==> config.mk <==
export PLATFORM = sky130hd
export DESIGN_NAME = operand_fetch_flat
export DESIGN_NICKNAME = d
export VERILOG_FILES = /design/src/rtl/operand_fetch_if.sv /design/src/rtl/operand_fetch.sv /design/src/flat_wrapper.sv
export SDC_FILE = /design/constraint.sdc
export NUM_CORES = 1
export LEC_CHECK = 0
export BUFFER_PORTS_ARGS = -buffer_cell sky130_fd_sc_hd__buf_2
export CORE_ASPECT_RATIO = 1.2
export CORE_MARGIN = 4
export CORE_UTILIZATION = 52
export CTS_BUF_LIST = sky130_fd_sc_hd__clkbuf_2
export DETAILED_ROUTE_END_ITERATION = 10
export PLACE_DENSITY = 0.83
export SKIP_LAST_GASP = 1
export SLEW_MARGIN = 20
export SYNTH_ARGS = -nofsm -noshare
export SYNTH_HDL_FRONTEND = slang
export SYNTH_SLANG_ARGS = --single-unit
==> constraint.sdc <==
create_clock -name clk -period 2.6 [get_ports clk]
set_input_delay 0 -clock clk [delete_from_list [all_inputs] [get_ports clk]]
set_output_delay 0 -clock clk [all_outputs]
set_load 0.005 [all_outputs]
==> src/rtl/operand_fetch_if.sv <==
// Bundle of request, register-file, write-back and operand handshake signals
// for operand_fetch. slave is the block; master is its surrounding pipeline.
interface operand_fetch_if #(
    parameter int DATA_W = 32,
    parameter int ADDR_W = 5
);
    logic              req_valid;
    logic              req_ready;
    logic [ADDR_W-1:0] rs_addr;
    logic [ADDR_W-1:0] rt_addr;
    logic [ADDR_W-1:0] rf_raddr;
    logic [DATA_W-1:0] rf_rdata;
    logic              wb_en;
    logic [ADDR_W-1:0] wb_addr;
    logic [DATA_W-1:0] wb_data;
    logic              op_valid;
    logic              op_ready;
    logic [DATA_W-1:0] op_a;
    logic [DATA_W-1:0] op_b;
    logic              busy;

    modport slave (
        input  req_valid, rs_addr, rt_addr, rf_rdata,
               wb_en, wb_addr, wb_data, op_ready,
        output req_ready, rf_raddr, op_valid, op_a, op_b, busy
    );

    modport master (
        output req_valid, rs_addr, rt_addr, rf_rdata,
               wb_en, wb_addr, wb_data, op_ready,
        input  req_ready, rf_raddr, op_valid, op_a, op_b, busy
    );
endinterface

==> src/rtl/operand_fetch.sv <==
// Operand fetch: reads rs then rt through one register-file port, applies
// write-back bypass/refresh, and holds both operands until execute accepts.
module operand_fetch #(
    parameter int DATA_W = 32,
    parameter int ADDR_W = 5
) (
    input  logic           clk,
    input  logic           reset,
    operand_fetch_if.slave bus
);

    typedef enum logic [1:0] {
        IDLE = 2'd0,
        RD_A = 2'd1,
        RD_B = 2'd2,
        HOLD = 2'd3
    } state_t;

    state_t            state;
    logic [ADDR_W-1:0] rs_q;
    logic [ADDR_W-1:0] rt_q;
    logic [DATA_W-1:0] op_a_q;
    logic [DATA_W-1:0] op_b_q;
    logic [ADDR_W-1:0] rf_raddr_q;
    logic              op_valid_q;
    logic              req_ready_q;
    logic              busy_q;

    logic              hit_rs;
    logic              hit_rt;
    logic [DATA_W-1:0] cap_rs;
    logic [DATA_W-1:0] cap_rt;

    // A write to r0 never hits, so operands sourced from r0 stay zero.
    assign hit_rs = bus.wb_en && (rs_q != '0) && (bus.wb_addr == rs_q);
    assign hit_rt = bus.wb_en && (rt_q != '0) && (bus.wb_addr == rt_q);

    assign cap_rs = (rs_q == '0) ? '0 : (hit_rs ? bus.wb_data : bus.rf_rdata);
    assign cap_rt = (rt_q == '0) ? '0 : (hit_rt ? bus.wb_data : bus.rf_rdata);

    // Status outputs are registered copies that change only with the state,
    // so they are pure functions of the state seen by the next stage.
    always_ff @(posedge clk or posedge reset) begin
        // NOTE: all sequential state uses non-blocking assignments so every
        // register samples pre-edge values regardless of statement order.
        if (reset) begin
            state       <= IDLE;
            rs_q        <= '0;
            rt_q        <= '0;
            op_a_q      <= '0;
            op_b_q      <= '0;
            rf_raddr_q  <= '0;
            op_valid_q  <= 1'b0;
            req_ready_q <= 1'b1;
            busy_q      <= 1'b0;
        end else begin
            case (state)
                IDLE: begin
                    if (bus.req_valid) begin
                        rs_q        <= bus.rs_addr;
                        rt_q        <= bus.rt_addr;
                        rf_raddr_q  <= bus.rs_addr;
                        req_ready_q <= 1'b0;
                        busy_q      <= 1'b1;
                        state       <= RD_A;
                    end
                end
                RD_A: begin
                    op_a_q     <= cap_rs;
                    rf_raddr_q <= rt_q;
                    state      <= RD_B;
                end
                RD_B: begin
                    op_b_q     <= cap_rt;
                    if (hit_rs) op_a_q <= bus.wb_data;
                    rf_raddr_q <= '0;
                    op_valid_q <= 1'b1;
                    state      <= HOLD;
                end
                HOLD: begin
                    if (hit_rs) op_a_q <= bus.wb_data;
                    if (hit_rt) op_b_q <= bus.wb_data;
                    if (bus.op_ready) begin
                        op_valid_q  <= 1'b0;
                        req_ready_q <= 1'b1;
                        busy_q      <= 1'b0;
                        state       <= IDLE;
                    end
                end
                default: state <= IDLE;
            endcase
        end
    end

    assign bus.req_ready = req_ready_q;
    assign bus.rf_raddr  = rf_raddr_q;
    assign bus.op_valid  = op_valid_q;
    assign bus.op_a      = op_a_q;
    assign bus.op_b      = op_b_q;
    assign bus.busy      = busy_q;

endmodule
==> src/flat_wrapper.sv <==
// flat-port wrapper written by rule: the top's interface ports become plain ports
module operand_fetch_flat 
#(
    parameter int DATA_W = 32,
    parameter int ADDR_W = 5
)
  (clk, reset, bus_req_valid, bus_rs_addr, bus_rt_addr, bus_rf_rdata, bus_wb_en, bus_wb_addr, bus_wb_data, bus_op_ready, bus_req_ready, bus_rf_raddr, bus_op_valid, bus_op_a, bus_op_b, bus_busy);
  operand_fetch_if #(.DATA_W(DATA_W), .ADDR_W(ADDR_W)) bus_i ();
  input  logic clk;
  input  logic reset;
  input wire logic [$bits(bus_i.req_valid)-1:0] bus_req_valid;
  input wire logic [$bits(bus_i.rs_addr)-1:0] bus_rs_addr;
  input wire logic [$bits(bus_i.rt_addr)-1:0] bus_rt_addr;
  input wire logic [$bits(bus_i.rf_rdata)-1:0] bus_rf_rdata;
  input wire logic [$bits(bus_i.wb_en)-1:0] bus_wb_en;
  input wire logic [$bits(bus_i.wb_addr)-1:0] bus_wb_addr;
  input wire logic [$bits(bus_i.wb_data)-1:0] bus_wb_data;
  input wire logic [$bits(bus_i.op_ready)-1:0] bus_op_ready;
  output wire logic [$bits(bus_i.req_ready)-1:0] bus_req_ready;
  output wire logic [$bits(bus_i.rf_raddr)-1:0] bus_rf_raddr;
  output wire logic [$bits(bus_i.op_valid)-1:0] bus_op_valid;
  output wire logic [$bits(bus_i.op_a)-1:0] bus_op_a;
  output wire logic [$bits(bus_i.op_b)-1:0] bus_op_b;
  output wire logic [$bits(bus_i.busy)-1:0] bus_busy;
  assign bus_i.req_valid = bus_req_valid;
  assign bus_i.rs_addr = bus_rs_addr;
  assign bus_i.rt_addr = bus_rt_addr;
  assign bus_i.rf_rdata = bus_rf_rdata;
  assign bus_i.wb_en = bus_wb_en;
  assign bus_i.wb_addr = bus_wb_addr;
  assign bus_i.wb_data = bus_wb_data;
  assign bus_i.op_ready = bus_op_ready;
  assign bus_req_ready = bus_i.req_ready;
  assign bus_rf_raddr = bus_i.rf_raddr;
  assign bus_op_valid = bus_i.op_valid;
  assign bus_op_a = bus_i.op_a;
  assign bus_op_b = bus_i.op_b;
  assign bus_busy = bus_i.busy;
  operand_fetch #(.DATA_W(DATA_W), .ADDR_W(ADDR_W)) u_core (.clk(clk), .reset(reset), .bus(bus_i));
endmodule
After elaboration in Yosys (flattened, before gate mapping)
Index checks and enable logic that the tools add are counted.
{ "totals": {"output_inout_bits": 72, "reg_bits": 84, "elab_cells": 59, "inputBits": 84} }
{ "op_classes": {"reduce_logical": 21, "n_eq_ne": 9, "n_mux": 20} }
{ "ops": {"columns": ["cell", "n"], "rows": [
  ["$mux 32", 6],
  ["$pmux 32 s2", 2],
  ["$pmux 5 s3", 1],
  ["$reduce_and 2->1", 6],
  ["$eq 5x5->1", 2],
  ["$logic_not 5->1", 2],
  ["$reduce_bool 5->1", 2],
  ["$pmux 2 s4", 1],
  ["$pmux 1 s2", 3],
  ["$reduce_bool 2->1", 3],
  ["$mux 5", 1],
  ["$eq 2x2->1 const B", 2],
  ["$logic_and 1x1->1", 4],
  ["$mux 1", 4],
  ["$mux 2", 2],
  ["$ne 2x1->1 const B", 2],
  ["$ne 2x2->1 const B", 2],
  ["$reduce_and 3->1", 1],
  ["$reduce_bool 3->1", 1],
  ["$eq 2x1->1 const B", 1],
  ["$logic_not 2->1", 1],
  ["$reduce_or 2->1", 1]
]} }

Longest topological paths before layout
{ "depth": {"word_depth": 6, "mapped_depth": 9, "ltp_nobuf": 6} }

Least setup slack after synthesis
Ideal clock, no wire load.
{ "synth_timing": {"path_kind": "register to register", "startpoint": "reg u_core.state[0]", "endpoint": "reg u_core.op_b_q[0], in the netlist u_core.bus.op_b[0]", "n_path_buf": 3, "setup_time_ns": 0.076, "stages_incl_launch_ff": 10, "setup_slack_ns": 0.664, "t_required_ns": 2.524, "synth_period_minus_slack_ns": 1.936, "arrival_ns": 1.860, "path_cell_list": "dfrtp_1 -> inv_1 -> ha_1 -> buf_2 -> nor2_1 -> or4_4 -> buf_6 -> buf_6 -> a21boi_0 -> o21ai_1"} }
{ "synth_via": {"elab_chain_cells": 3, "word_cells_on_any_way": 6, "classes_between": "3 x eq/ne; 1 x mux; 2 x reduce/logical"} }
{ "synth_lines": {"columns": ["element", "line_no", "text"], "rows": [
  ["start: declaration", "operand_fetch.sv:19", "state_t state;"],
  ["start signal: assignment", "operand_fetch.sv:47", "state <= IDLE;"],
  ["start signal: assignment", "operand_fetch.sv:65", "state <= RD_A;"],
  ["start signal: assignment", "operand_fetch.sv:71", "state <= RD_B;"],
  ["$eq 2x2->1", "operand_fetch.sv:57", "case (state)"],
  ["$ne 2x1->1 (no line) / $reduce_bool 2->1 (equally long branches)", null, null],
  ["$reduce_and 2->1 (no line)", null, null],
  ["end signal: assignment", "operand_fetch.sv:74", "op_b_q <= cap_rt;"],
  ["end signal: assignment", "operand_fetch.sv:82", "if (hit_rt) op_b_q <= bus.wb_data;"],
  ["end: declaration", "operand_fetch.sv:23", "logic [DATA_W-1:0] op_b_q;"]
]} }
Several ways; a longest one is shown, not always the timed one.
A chain may end at the register's enable or synchronous reset.

Worst setup path in the final report
{ "layout_timing": {"startpoint": "reg u_core.state[0]", "endpoint": "reg u_core.op_a_q[11], in the netlist u_core.bus.op_a[11]"} }
{ "layout_via": {"elab_chain_cells": 4, "word_cells_on_any_way": 8, "classes_between": "4 x eq/ne; 1 x mux; 3 x reduce/logical"} }
{ "layout_lines": {"columns": ["element", "line_no", "text"], "rows": [
  ["$eq 2x2->1", "operand_fetch.sv:57", null],
  ["$reduce_or 2->1 (no line)", null, null],
  ["$ne 2x1->1 (no line) / $reduce_bool 2->1 (equally long branches)", null, null],
  ["$reduce_and 2->1 (no line)", null, null],
  ["end signal: assignment", "operand_fetch.sv:69", "op_a_q <= cap_rs;"],
  ["end signal: assignment", "operand_fetch.sv:75", "if (hit_rs) op_a_q <= bus.wb_data;"],
  ["end signal: assignment", "operand_fetch.sv:81", "if (hit_rs) op_a_q <= bus.wb_data;"],
  ["end: declaration", "operand_fetch.sv:22", "logic [DATA_W-1:0] op_a_q;"]
]} }
Several ways; a longest one is shown, not always the timed one.

==> summary.md <==
| Metric | Value |
|---|---|
| Area grow syn2layout | `44.6%` |
| Wire per inst | `18.6 um` |
| Final setup viols | `0` |
| Main synth FF type | `dfrtp_1` |
| DRT met1 WL | `5540 um` |
| Yosys cell types | `45` |
| Max layer used | `met4` |
| Filler cells | `543` |
| Pre-antenna DRT Iters | `5` |
| Non-filler cells, final | `779` |
| Worst setup path class | `flip-flop to flip-flop` |
| Synth Area per Inst | `9.86 um2` |
| Skew final | `0.0442 ns` |
| Vias in the first global route | `4,737` |
| Post-synthesis register bit count | `84` |
| Fin util | `76.8%` |
| Crit. Startpoint | `u_core.state[0]$_DFFE_PP0P_` |
| Reg2reg end | `u_core.bus.op_a[11]$_DFFE_PP0P_` |
| Drt drc | `0` |
| Nets@finish | `767` |
| Startpoint Class | `flip-flop` |
| Largest cells by area after synthesis | `dfrtp_1 48%, nor2_1 6.8%, a221oi_2 4.9%` |
| Initial antenna violation count | `0` |
| Ys Warns | `0` |
| Req. time, crit path | `3.11 ns` |
| Min-Delay Path Class | `input pin to async pin` |
| DR vias | `4,500` |
| Clock transition at path regs | `0.25 ns` |
| Clock tree buffer depth | `2` |
| Peak Freq | `0.402 GHz` |
| Commonest cells in the synthesized netlist | `83 x dfrtp_1, 78 x nor2_1, 39 x nand2_1` |
| Final Cycle Share | `95.6%` |
| Chip height | `108 um` |
| Die area | `9810 um2` |
| Via density per instance | `5.78` |
| CTS Buf Count | `9` |
| Synth top area share | `48.2%` |
| Root buffer cell | `clkbuf_2` |
| H-tree depth | `3` |
| Mapped cell area | `4310 um2` |
| Crit Path Max Fanout | `18` |
| Most frequent cell after synthesis | `dfrtp_1` |
| DRT iter0 DRCs | `304` |
| Worst-Margin Slew | `0.775 ns` |
| Routed WL | `14,500 um` |
| RSZ-0062 raised after global routing | `false` |
| Global Route Usage Sum | `29.4%` |
| Multi-input combinational cell area | `2050 um2` |
| Post-synth ARST share | `100%` |
| Share of layout cells above drive strength 1 | `32.2%` |
| Register Area | `2100 um2` |
| Reg-to-Reg Start | `u_core.state[0]$_DFFE_PP0P_` |
| Initial Util | `53.1%` |
| Antenna Violating Nets Remaining | `0` |
| Number of synthesized flops with an enable pin | `0` |
| Setup crit end kind | `flip-flop` |
| Min Tclk post-route | `2.49 ns` |
| Setup TNS | `0 ns` |
| WL met2 | `7590 um` |
| Die width | `91.1 um` |
| TritonCTS clock tree | `yes` |
| Clock Latency Late Sink | `0.54 ns` |
| Crit path DAT | `3.00 ns` |
| Final Hold Vio Count | `0` |
| Slew HR | `48.1%` |
| Syn Nets | `525` |
| CTS sink cnt | `84` |
| Status | `complete, no violations` |
| Placed Instances | `667` |
| Synthesized instance count | `437` |
| Reg2Reg Depth | `7` |
| PwrDens | `1130 nW/um2` |
| DP HPWL | `8500 um` |
| Register area share after synthesis | `48.8%` |
| MaxCap Viol Count | `0` |
| Final Max Slew Viols | `0` |
| # IOs | `156` |
| Total gr overflow | `0` |
| Peak VDD IR | `742 uV` |
| Placement Rows | `36` |
| Met3 Wirelength | `1040 um` |
| Largest net degree at the start of global routing | `47` |
| Core outline area | `8110 um2` |
| Leading area contributor after synthesis | `dfrtp_1` |
| First-pass GRT wire length | `23,200 um` |
| RD Place Congestion | `0.792` |
| Reg2reg setup slack | `0.11 ns` |
| Leak | `2.95 nW` |
| Port Buf Inserts | `155` |
how the worst max path moves through the flow:
stage / to / cells past startpoint / slack (ns)
after floorplan: u_core.bus.busy$_DFFE_PP0P_ / 1 / 0.44
after global placement: u_core.bus.op_a[30]$_DFFE_PP0P_ / 6 / 0.31
after detailed placement: u_core.bus.op_a[30]$_DFFE_PP0P_ / 6 / 0.34
after CTS: u_core.bus.op_b[15]$_DFFE_PP0P_ / 7 / 0.02
after global routing: u_core.bus.op_a[11]$_DFFE_PP0P_ / 7 / 0.02
final: u_core.bus.op_a[11]$_DFFE_PP0P_ / 7 / 0.11
worst max-delay path, stage by stage (launching register included):
cell and delay [ns]:
dfrtp_1 0.47, inv_1 0.11, ha_1 0.38, a2111oi_4 0.40, buf_4 0.32, a221oi_2 0.09
nor2_1 0.15, dlygate4sd3_1 0.56
layout by cell type, fill, tap and decap left out, drive strengths merged, types with 2 or more instances in the layout:
cell type | synthesis | layout
nor2 | 78 | 78
nor3 | 2 | 2
nor2b | 6 | 6
ha | 4 | 4
nand2 | 39 | 39
xor2 | 2 | 2
o21ai | 34 | 34
a311o | 1 | 2
a22o | 8 | 8
a21oi | 34 | 34
clkinv | 0 | 3
xnor2 | 8 | 8
inv | 7 | 6
nor4 | 2 | 2
dfrtp | 83 | 83
a221oi | 32 | 32
o22ai | 7 | 7
dlygate4sd3 | 0 | 93
and2 | 4 | 4
clkbuf | 12 | 10
a31oi | 5 | 5
and4 | 2 | 2
a21boi | 26 | 26
mux2 | 10 | 10
bufinv | 0 | 2
buf | 17 | 166
nand4 | 2 | 2
repair_timing:
item / CTS / global route
setup buffers: 0 / 2
hold buffers: 93 / 0
hold endpoints to repair: 159 / 0
setup endpoints to repair: 0 / 16
gates resized for setup: 0 / 2
final cells by class:
| type | instances | area share (%) |
|---|---|---|
| Inverter | 7 | 0.442 |
| Timing Repair Buffer | 259 | 28.9 |
| Clock inverter | 5 | 1.25 |
| Multi-Input combinational cell | 318 | 32.9 |
| Sequential cell | 84 | 33.8 |
| Clock buffer | 10 | 0.803 |
| Antenna cell | 1 | 0.0402 |
| Tap cell | 95 | 1.91 |
stage by stage:
stage	worst slack (ns)	cell area [um2]	power (mW)	hold slack (ns)
2_1_floorplan	0.437	4310	4.67	0.109
3_3_place_gp	0.309	5130	5.78	0.122
3_5_place_dp	0.339	5130	5.91	0.126
4_1_cts	0.0208	6190	6.84	0.0265
5_1_grt	0.0189	6230	7.53	0.0653
6_report	0.113	6230	7.02	0.0405
per-layer routing:
layer / vias to the layer above / global-route usage [%]
met4: 0 / 10.9
met1: 2157 / 34.0
li1: 2068 / -
met5: - / 0
met3: 34 / 6.01
met2: 241 / 53.6
state kept, by name, summed over array words and instances (netlist names):
signal and flops:
u_core.bus.rf_raddr 5, u_core.bus.op_b 32, u_core.bus.op_valid 1, u_core.bus.busy 1, u_core.rs_q 5, u_core.bus.req_ready 1, u_core.rt_q 5, u_core.bus.op_a 32
u_core.state 2
cells by family (layout without fill, tap and decap cells):
family,Yosys count,in the layout,synth area share (%)
AO/OA/AOI/OAI,154,155,27.0
AND/OR/NAND/NOR,139,139,13.9
flip-flops,84,84,48.8
buffers and inverters,36,281,4.56
XOR/XNOR,10,10,2.03
multiplexers,10,10,2.61
adder cells (fa/ha/maj),4,4,1.16
other,0,1,0
power by group:
group / total (mW) / internal (mW) / switching, mW
Combinational: 3.89 / 1.63 / 2.26
Clock: 0.756 / 0.314 / 0.443
Sequential: 2.37 / 1.94 / 0.428
Note: power is estimated with default switching activity, not from simulation.
